<file path="config.mk">
export PLATFORM = sky130hd
export DESIGN_NAME = cmp_seq_ctrl
export DESIGN_NICKNAME = d
export VERILOG_FILES = /design/src/rtl/cmp_seq_ctrl_pkg.sv /design/src/rtl/cmp_seq_ctrl_cmp2b.sv /design/src/rtl/cmp_seq_ctrl.sv
export SDC_FILE = /design/constraint.sdc
export NUM_CORES = 1
export LEC_CHECK = 0
export BUFFER_PORTS_ARGS = -buffer_cell sky130_fd_sc_hd__buf_4
export CAP_MARGIN = 10
export CORE_MARGIN = 3
export CORE_UTILIZATION = 27
export CTS_CLUSTER_DIAMETER = 120
export DETAILED_ROUTE_END_ITERATION = 6
export GPL_TIMING_DRIVEN = 0
export PLACE_DENSITY = 0.51
export SYNTH_ARGS = -nofsm -noshare
export SYNTH_HDL_FRONTEND = slang
export SYNTH_SLANG_ARGS = --single-unit
</file>
<file path="constraint.sdc">
create_clock -name clk -period 1.85 [get_ports clk]
set_input_delay 0.185 -clock clk [delete_from_list [all_inputs] [get_ports clk]]
set_output_delay 0.185 -clock clk [all_outputs]
set_load 0.01 [all_outputs]
</file>
<file path="src/rtl/cmp_seq_ctrl_pkg.sv">
// Shared definitions for the sequential digit comparator: FSM state
// encoding and helpers that size the digit counter from the operand width.
package cmp_seq_pkg;

    typedef enum logic [1:0] {
        IDLE = 2'd0,
        RUN  = 2'd1,
        DONE = 2'd2
    } state_t;

    // Number of 2-bit digits in a W-bit operand.
    function automatic int digits_of(input int w);
        return w / 2;
    endfunction

    // Digit counter width; never narrower than one bit so W=2 still has a counter.
    function automatic int cnt_width(input int w);
        int c;
        c = $clog2(w / 2);
        return (c < 1) ? 1 : c;
    endfunction

endpackage

</file>
<file path="src/rtl/cmp_seq_ctrl_cmp2b.sv">
// Combinational 2-bit unsigned comparator; the only compare datapath used
// by the sequential controller. Exactly one of eq/lt/gt is high.
module cmp2b (
    input  logic [1:0] x,
    input  logic [1:0] y,
    output logic       eq,
    output logic       lt,
    output logic       gt
);

    assign eq = (x == y);
    assign lt = (x < y);
    assign gt = (x > y);

endmodule

</file>
<file path="src/rtl/cmp_seq_ctrl.sv">
// Sequential W-bit unsigned comparator. Operands are captured on an accepted
// start and fed through the 2-bit comparator one digit per cycle, MSB digit
// first. The one-hot eq/lt/gt result is published together with a one-cycle
// done pulse and holds until the next accepted start.
//
// Handshake: start is a request sampled only while idle (busy=0, done=0);
// it is accepted on the rising edge where the FSM is in IDLE and start=1.
// Requests while busy or during the done cycle are dropped, not queued.
// done is a single-cycle strobe; eq/lt/gt are valid from that cycle until
// the next accepted start, and read 0 while busy.
module cmp_seq_ctrl
    import cmp_seq_pkg::*;
#(
    parameter int W          = 8,
    parameter bit EARLY_EXIT = 1'b1
) (
    input  logic         clk,
    input  logic         rst,
    input  logic         start,
    input  logic [W-1:0] a,
    input  logic [W-1:0] b,
    output logic         busy,
    output logic         done,
    output logic         eq,
    output logic         lt,
    output logic         gt
);

    localparam int             DIGITS   = digits_of(W);
    localparam int             CW       = cnt_width(W);
    localparam logic [CW-1:0]  CNT_INIT = CW'(DIGITS - 1);

    state_t        state;
    logic [W-1:0]  sa;
    logic [W-1:0]  sb;
    logic [CW-1:0] cnt;
    logic          decided;
    logic          dec_lt;
    logic          dec_gt;

    logic          d_eq;
    logic          d_lt;
    logic          d_gt;
    logic          digit_diff;
    logic          take_new;
    logic          nxt_decided;
    logic          nxt_lt;
    logic          nxt_gt;
    logic          last_digit;

    // The current MSB digit of each shift register is the comparator input.
    cmp2b u_cmp2b (
        .x  (sa[W-1:W-2]),
        .y  (sb[W-1:W-2]),
        .eq (d_eq),
        .lt (d_lt),
        .gt (d_gt)
    );

    // First unequal digit decides the result; later digits cannot override it.
    always_comb begin
        digit_diff  = ~d_eq;
        take_new    = ~decided & digit_diff;
        nxt_decided = decided | digit_diff;
        nxt_lt      = take_new ? d_lt : dec_lt;
        nxt_gt      = take_new ? d_gt : dec_gt;
        last_digit  = (cnt == '0) | (EARLY_EXIT & digit_diff);
    end

    // Controller FSM with registered handshake and result outputs.
    always_ff @(posedge clk) begin
        if (rst) begin
            state   <= IDLE;
            sa      <= '0;
            sb      <= '0;
            cnt     <= '0;
            decided <= 1'b0;
            dec_lt  <= 1'b0;
            dec_gt  <= 1'b0;
            busy    <= 1'b0;
            done    <= 1'b0;
            eq      <= 1'b0;
            lt      <= 1'b0;
            gt      <= 1'b0;
        end else begin
            case (state)
                IDLE: begin
                    done <= 1'b0;
                    if (start) begin
                        sa      <= a;
                        sb      <= b;
                        cnt     <= CNT_INIT;
                        decided <= 1'b0;
                        dec_lt  <= 1'b0;
                        dec_gt  <= 1'b0;
                        eq      <= 1'b0;
                        lt      <= 1'b0;
                        gt      <= 1'b0;
                        busy    <= 1'b1;
                        state   <= RUN;
                    end
                end
                RUN: begin
                    decided <= nxt_decided;
                    dec_lt  <= nxt_lt;
                    dec_gt  <= nxt_gt;
                    if (last_digit) begin
                        // Result becomes visible in the same cycle as done.
                        eq    <= ~nxt_decided;
                        lt    <= nxt_lt;
                        gt    <= nxt_gt;
                        busy  <= 1'b0;
                        done  <= 1'b1;
                        state <= DONE;
                    end else begin
                        sa  <= sa << 2;
                        sb  <= sb << 2;
                        cnt <= cnt - 1'b1;
                    end
                end
                DONE: begin
                    done  <= 1'b0;
                    state <= IDLE;
                end
                default: begin
                    busy  <= 1'b0;
                    done  <= 1'b0;
                    state <= IDLE;
                end
            endcase
        end
    end

endmodule
</file>
# [Yosys cells after proc, flatten, opt, wreduce, memory -nomap -nowiden]
# Index checks and enable logic that the tools add are counted.
[totals] latch_bits=0 mem_count=0 mem_bits_ro=0 regBits=28 input_bits=19 ram_bits=0
[classes] n_lt_le_gt_ge=2 bitwise=8 n_addsub=1 div_mod_pow=0 n_mul=0 reduce_logical=9 mux=27 eq_ne=6 shift=0
[ops] op="$mux W8" n=4
[ops] op="$pmux W8 S2" n=2
[ops] op="$pmux W1 S2" n=6
[ops] op="$reduce_and A3 Y1" n=3
[ops] op="$mux W1" n=8
[ops] op="$mux W2" n=4
[ops] op="$pmux W2 S2" n=2
[ops] op="$ne A2 B2 Y1 const B" n=3
[ops] op="$not A1 Y1" n=5
[ops] op="$logic_not A2 Y1" n=2
[ops] op="$reduce_and A2 Y1" n=2
[ops] op="$pmux W1 S3" n=1
[ops] op="$eq A2 B1 Y1 const B" n=1
[ops] op="$eq A2 B2 Y1" n=1
[ops] op="$eq A2 B2 Y1 const B" n=1
[ops] op="$gt A2 B2 Y1" n=1
[ops] op="$lt A2 B2 Y1" n=1
[ops] op="$or A1 B1 Y1" n=2
[ops] op="$reduce_bool A2 Y1" n=1
[ops] op="$reduce_or A2 Y1" n=1
[ops] op="$sub A2 B1 Y2 const B" n=1
[ops] op="$and A1 B1 Y1" n=1

# [Depth between registers and ports, before layout]
# Gate-level depths: netlist (run 1).
[logic_depth] depth_word=6 mapped_depth=7

# [Hierarchy]
# A second synthesis (run 1) with hierarchy kept.
[unflattened] cells_unflattened=137 hier_area_um2=1361.3
[modules_own_cells] mod="cmp_seq_ctrl" area_per_inst_um2=1298.7 cells_each=128 seq_area_each_um2=560.5 instances=1
[modules_own_cells] mod="cmp2b" area_per_inst_um2=62.6 cells_each=9 seq_area_each_um2=0.0 instances=1

# [Worst setup path after synthesis (run 1)]
# Ideal clock, no wire load.
[synth_path] kind="register to register" startpoint="register sb[7]" endpoint="register sa[7]" stages_incl_launch_ff=8 setup_ns=0.079 t_arrival_ns=1.452 setup_slack_ns=0.319 n_path_buf=1 synth_period_minus_slack_ns=1.531 cell_sequence="dfxtp_1 > inv_1 > ha_1 > nand4b_4 > a21oi_4 > buf_6 > nor2_2 > a211oi_2"
[synth_between] elab_chain_len=5
[synth_lines] element="start: declaration" line_no="cmp_seq_ctrl.sv:35" source="logic [W-1:0] sb;"
[synth_lines] element="start signal: assignment" line_no="cmp_seq_ctrl.sv:117" source="sb <= sb << 2;"
[synth_lines] element="$eq A2 B2 Y1" line_no="cmp_seq_ctrl_cmp2b.sv:11" source="assign eq = (x == y);"
[synth_lines] element="$not A1 Y1" line_no="cmp_seq_ctrl.sv:62" source="digit_diff = ~d_eq;"
[synth_lines] element="$or A1 B1 Y1" line_no="cmp_seq_ctrl.sv:67" source="last_digit = (cnt == '0) | (EARLY_EXIT & digit_diff);"
[synth_lines] element="$ne A2 B2 Y1 (no source line)"
[synth_lines] element="$reduce_and A3 Y1 (no source line)"
[synth_lines] element="end signal: assignment" line_no="cmp_seq_ctrl.sv:116" source="sa <= sa << 2;"
[synth_lines] element="end: declaration" line_no="cmp_seq_ctrl.sv:34" source="logic [W-1:0] sa;"
# No other way between the ends.
# A chain may end at the register's enable or synchronous reset.

# [Final worst setup path (run 1)]
[layout_path] startpoint="register sb[7]" endpoint="register sa[3]"
# Same word-level chain as after synthesis.

==> impl_metrics.ini, run 1 <==
[job]
maxCapViolations = 0

[floorplanning]
io_pins = 24
dieHeight_um = 75.0
initial_core_util = 0.287
coreArea_um2 = 4470
fp.dieW_um = 75.0
rows = 24
die-area_um2 = 5620

[routing]
wirelength_mm = 2.78
ant_nets = 0
remaining_drc_errors = 0
first_pass_iters = 4
vias = 1000
wl_per_cell_um = 13.6
routed_via_density = 4.88
drt_iter0_drc = 48

[critical_path]
cp_max_fo = 10
start_kind = register
cp-startpoint = sb[7]
cp-end-kind = register
r2r_slack_ns = 0.13
crit_arrival_ns = 1.92
r2r_start = sb[7]
worstPathRequired_ns = 2.05
path_class = register to register

[cells_and_area]
multi_input_area_um2 = 667
stdcell_count = 205
regArea_um2 = 561
antenna_cells = 0
area_growth_pct = 24.6
final_util = 0.357
fillers = 467
fin_nets = 177
layout-drive-gt1-share = 0.346

[grt]
grt_max_degree = 15
overflow = 0
grt_pass1_vias = 1044
grt_pass1_wl_mm = 4.63
antenna_found_initial = 0
track_usage = 0.106

[synthesis]
synthFlopType = dfxtp_1
synth_seq_cells = 28
netlist_area_um2 = 1280
yosysTopAreaCellShare = 0.437
synth-edff-count = 0
syn_area_per_cell_um2 = 10.4
ys_seq_area_frac = 0.437
async_flop_share = 0
synth_area_leaders = dfxtp_1, mux2i_1, a211oi_2, a22o_1, a211oi_1
ys_types = 31
synth_warnings = 0
yosys.area.top_type = dfxtp_1
syn_nets = 145
syn-instance-count = 123

[worst_hold_path]
hold_path_class = primary input to register
hold_start = a[1]

[place]
io_buffers = 23
place_congestion = 0.776
dpl.hpwl_mm = 2.04
dpl.cell_count = 198

[clock_network]
holdBufCountCts = 0
cts_made_buffers = 3
clk_path_buf_depth = 2
cts_tree = done
cts_sinks = 28
clkLatencyLatePin_ns = 0.27
root_buffer = clkbuf_8
htree_num_levels = 1
clk_pin_slew_ns = 0.09

[timing]
tightest_slew_ns = 0.732
fmax_mhz = 583
maxSlewHeadroom = 0.508
rsz0062_at_grt = no
maxSlewViolCount = 0
setup_viol = 0
fin_crit_ns = 1.72
min_period_over_period = 0.928
hold_viol = 0
tns_ns = 0
clock_skew_ns = 0.00295

[power]
p_total_w = 0.00145
ir_worst_vdd_uv = 347
leakage_nw = 0.654
power_density_nw_per_um2 = 907

[run_status]
outcome = completed
what timing repair did:
action / in CTS / in global routing
gates resized for setup: 0 / 1
setup buffers: 0 / 3
endpoints found under the setup margin: 0 / 8
cell families after synthesis:
kind of cell,count (synthesis),share of synthesized area
AO/OA/AOI/OAI,34,0.237
AND/OR/NAND/NOR,33,0.149
flip-flops,28,0.437
buffers and inverters,13,0.0546
multiplexers,12,0.0936
adder cells (fa/ha/maj),3,0.0292
per-stage QoR:
stage / cell area (um2) / hold slack [ns] / setup WS (ns)
after floorplan: 1280 / 0.318 / 0.319
after global placement: 1520 / 0.406 / 0.145
after detailed placement: 1520 / 0.406 / 0.119
after CTS: 1560 / 0.116 / 0.0995
after global routing: 1600 / 0.114 / 0.00190
final: 1600 / 0.122 / 0.133
routing by layer:
| metal | up-vias | track usage | routed length [um] |
|---|---|---|---|
| li1 | 509 | - | - |
| met1 | 465 | 0.139 | 1350 |
| met2 | 22 | 0.176 | 1280 |
| met3 | 4 | 0.0280 | 121 |
| met4 | 0 | 0.0237 | 25 |
| met5 | - | 0 | 0 |
layout by cell type (no fill, tap or decap), drive strengths merged, types with 2 or more instances in the layout:
cell and count:
buf 31, dfxtp 28, nor2 17, a211oi 13, mux2i 12, inv 7
a22o 6, a21oi 6, nand2b 5, clkbuf 4, nand2 3, ha 3
nor3 2, and2 2, a311oi 2, a32o 2
synth_stat cells, types with 2 or more instances:
master,n
a211oi_1,6
a211oi_2,7
a21oi_1,4
a22o_1,6
a311oi_1,2
a32o_1,2
and2_1,2
buf_2,2
buf_6,2
dfxtp_1,28
ha_1,3
inv_1,7
mux2i_1,12
nand2_1,3
nand2b_1,5
nor2_1,10
nor2_2,7
nor3_1,2
critical path, cell delays in order, from the launching register on:
cell and delay (ns):
dfxtp_1 0.35, inv_1 0.05, ha_1 0.38, nand4b_4 0.17
a21oi_4 0.26, buf_6 0.20, nor2_2 0.05, a211oi_2 0.18
power by group:
group          switching (W)  total (W)  internal [W]
logic               0.000214   0.000409      0.000195
clock network       0.000184   0.000331      0.000146
registers          0.0000422   0.000710      0.000668
layout make-up:
type	instances	share of cell area
multi-input combinational	83	0.417
sequential	28	0.351
timing repair buffer	26	0.122
tap	52	0.0407
buffer	6	0.0274
clock buffer	3	0.0258
inverter	7	0.0164
flip-flops by register name, indices dropped and copies added, names as in the netlist:
| signal | flops |
|---|---|
| busy | 1 |
| done | 1 |
| dec_lt | 1 |
| dec_gt | 1 |
| lt | 1 |
| sb | 8 |
| cnt | 2 |
| eq | 1 |
| sa | 8 |
| decided | 1 |
| state | 2 |
| gt | 1 |
path summary, 6_finish.rpt:
path                              end  cells after the start
worst max-delay path            sa[3]                      7
worst min register to register     eq                      2
worst min-delay path            sa[1]                      2
worst max register to register  sa[3]                      7
No activity file was read; power rests on OpenSTA's default activity.
==> inputs of run 2 (changes only) <==
--- a/config.mk
+++ b/config.mk
@@ -12,7 +12,8 @@
 export CTS_CLUSTER_DIAMETER = 120
 export DETAILED_ROUTE_END_ITERATION = 6
 export GPL_TIMING_DRIVEN = 0
-export PLACE_DENSITY = 0.51
+export PLACE_DENSITY = 0.5
 export SYNTH_ARGS = -nofsm -noshare
 export SYNTH_HDL_FRONTEND = slang
+export SYNTH_HIERARCHICAL = 1
 export SYNTH_SLANG_ARGS = --single-unit
==> run 2 against run 1 <==
Effect of this change: area after synthesis is 6.0% higher; core utilization fell by 0.84 points; flip-flop and latch count did not move; critical endpoint is now sb[3].
==> impl_metrics.ini, run 2 <==
[synthesis]
syn_nets = 159
ys_types = 37
syn_area_per_cell_um2 = 9.94
synthFlopType = dfxtp_1
synth_warnings = 6
syn-instance-count = 137
synth_adder_area_share = 0.0276
async_flop_share = 0
synth_top_family_by_area = simple AND/OR/NAND/NOR gates
synth_area_leaders = dfxtp_1, mux2i_1, a211oi_1, buf_6, nor3_1
yosys.area.top_type = dfxtp_1
synth-compound-area-share = 0.161
yosys-top-cells-count = dfxtp_1, mux2i_1, a211oi_1, nor3_1, a21oi_1
synth-edff-count = 0
netlist_area_um2 = 1360
yosysMostFrequentCell = dfxtp_1
ys_seq_area_frac = 0.412
synthMuxAreaShare = 0.103
synthSimpleGateAreaFrac = 0.205
synth_seq_cells = 28
synth_xor_xnor_area_share = 0
yosysTopAreaCellShare = 0.412

[place]
dpl.hpwl_mm = 2.18
place_congestion = 0.711
dpl_cell_area_um2 = 1610
io_buffers = 22

[critical_path]
worstPathRequired_ns = 2.04
cp-end-kind = register
rr_worst_depth = 7
crit_arrival_ns = 1.88
start_kind = register
cp_max_fo = 10
path_class = register to register
r2r_slack_ns = 0.17

[floorplanning]
coreArea_um2 = 4790
dieHeight_um = 77.0
rows = 25
fp.dieW_um = 77.0
io_pins = 24
initial_core_util = 0.284
die-area_um2 = 5930

[cells_and_area]
final_area_um2 = 1670
layout-drive-gt1-share = 0.276
final_cell_mix = dfxtp_1, buf_4, mux2i_1
area_growth_pct = 22.7
reg.largest.list = sa (8), sb (8)
antenna_cells = 0
fin_nets = 186
layout_commonest_cell = dfxtp_1

[grt]
met3_usage = 0.0317
track_usage = 0.108
grt_max_degree = 16
globalRouteMet1Util = 0.140
use_met2 = 0.176
grt_pass1_vias = 1074
antenna_found_initial = 0
grt_pass1_wl_mm = 5.22
overflow = 0
busiest_layer = met2

[timing]
fin_crit_ns = 1.68
tns_ns = 0
setup_viol = 0
maxSlewViolCount = 0
rsz0062_at_grt = no
holdWs_ns = 0.141
min_period_over_period = 0.908
maxSlewHeadroom = 0.664
hold_viol = 0
fmax_mhz = 595
clock_skew_ns = 0.00265
tightest_slew_ns = 0.504

[routing]
wl_per_cell_um = 12.9
wirelength_mm = 2.96
remaining_drc_errors = 0
first_pass_iters = 4
routed_via_density = 4.66
ant_nets = 0
vias = 1071
drt_iter0_drc = 33

[power]
p_seq_frac = 0.464
leakage_nw = 0.648
p_switching_w = 0.000445
p_clk_frac = 0.259
combPwrFrac = 0.277
p_total_w = 0.00152
internal_power_w = 0.00107
swShare = 0.293
power_density_nw_per_um2 = 909
ir_worst_vdd_uv = 549

[clock_network]
clkLatencyLatePin_ns = 0.28
cts_setup_buffers = 0
clk_pin_slew_ns = 0.10
holdBufCountCts = 0
clk_path_buf_depth = 2
cts_sinks = 28
root_buffer = clkbuf_8
cts_tree = done
cts_resized = 0
htree_num_levels = 1
cts_made_buffers = 3

[worst_hold_path]
hold_path_class = primary input to register
worstHoldPathCells = 3

[run_status]
outcome = completed

[job]
maxCapViolations = 0
==> run 2: power by group through the flow <==
stage | registers [W] | logic, W | clock network [W]
5_1_grt | 0.000713 | 0.000476 | 0.000418
3_3_place_gp | 0.000716 | 0.000417 | 0
2_1_floorplan | 0.000714 | 0.000311 | 0
4_1_cts | 0.000705 | 0.000423 | 0.000404
3_5_place_dp | 0.000719 | 0.000422 | 0
6_report | 0.000704 | 0.000421 | 0.000394
==> run 2: worst max-delay path: stages, from the launching register on <==
cell      delay (ns)
dfxtp_1         0.35
inv_1           0.05
ha_1            0.29
and2_4          0.20
and4bb_4        0.29
buf_6           0.15
nor3_1          0.05
a211oi_1        0.22
==> run 2: logic make-up (layout without fill, tap and decap cells) <==
group                      Yosys count  after routing
and+or+nand+nor                     43             43
AOI/OAI and AO/OA                   32             32
buffers and inverters               17             43
adders and majority gates            3              3
muxes                               14             14
DFF                                 28             28
==> run 2: per-layer routing <==
| metal | part of all wire | wire (um) | up-vias |
|---|---|---|---|
| met2 | 0.45 | 1320 | 24 |
| met4 | 0.013 | 39 | 0 |
| met1 | 0.50 | 1470 | 491 |
| met3 | 0.045 | 132 | 6 |
| li1 | - | - | 550 |
| met5 | 0 | 0 | - |
==> run 2: cell type report <==
cell class / instances / area [um2]
inverters: 7 / 26.3
plain buffers: 10 / 98.8
fillers: 527 / 3120
repair buffers: 22 / 165
clock buffers: 4 / 55.1
flip-flops and latches: 28 / 561
multi-input cells: 92 / 681
well taps: 67 / 83.8
==> run 2: worst paths after layout <==
check         start     end
max reg2reg   sb[7]   sb[3]
min reg2reg  cnt[1]  cnt[1]
max           sb[7]   sb[3]
min            a[0]   sa[0]
==> run 2: through the flow <==
stage	setup WS (ns)	util	cells
finish	0.169	0.349	230
global route	0.0407	0.349	230
CTS	0.0594	0.348	230
detailed placement	0.0775	0.336	226
global placement	0.0984	0.336	226
floorplan	0.326	-	137
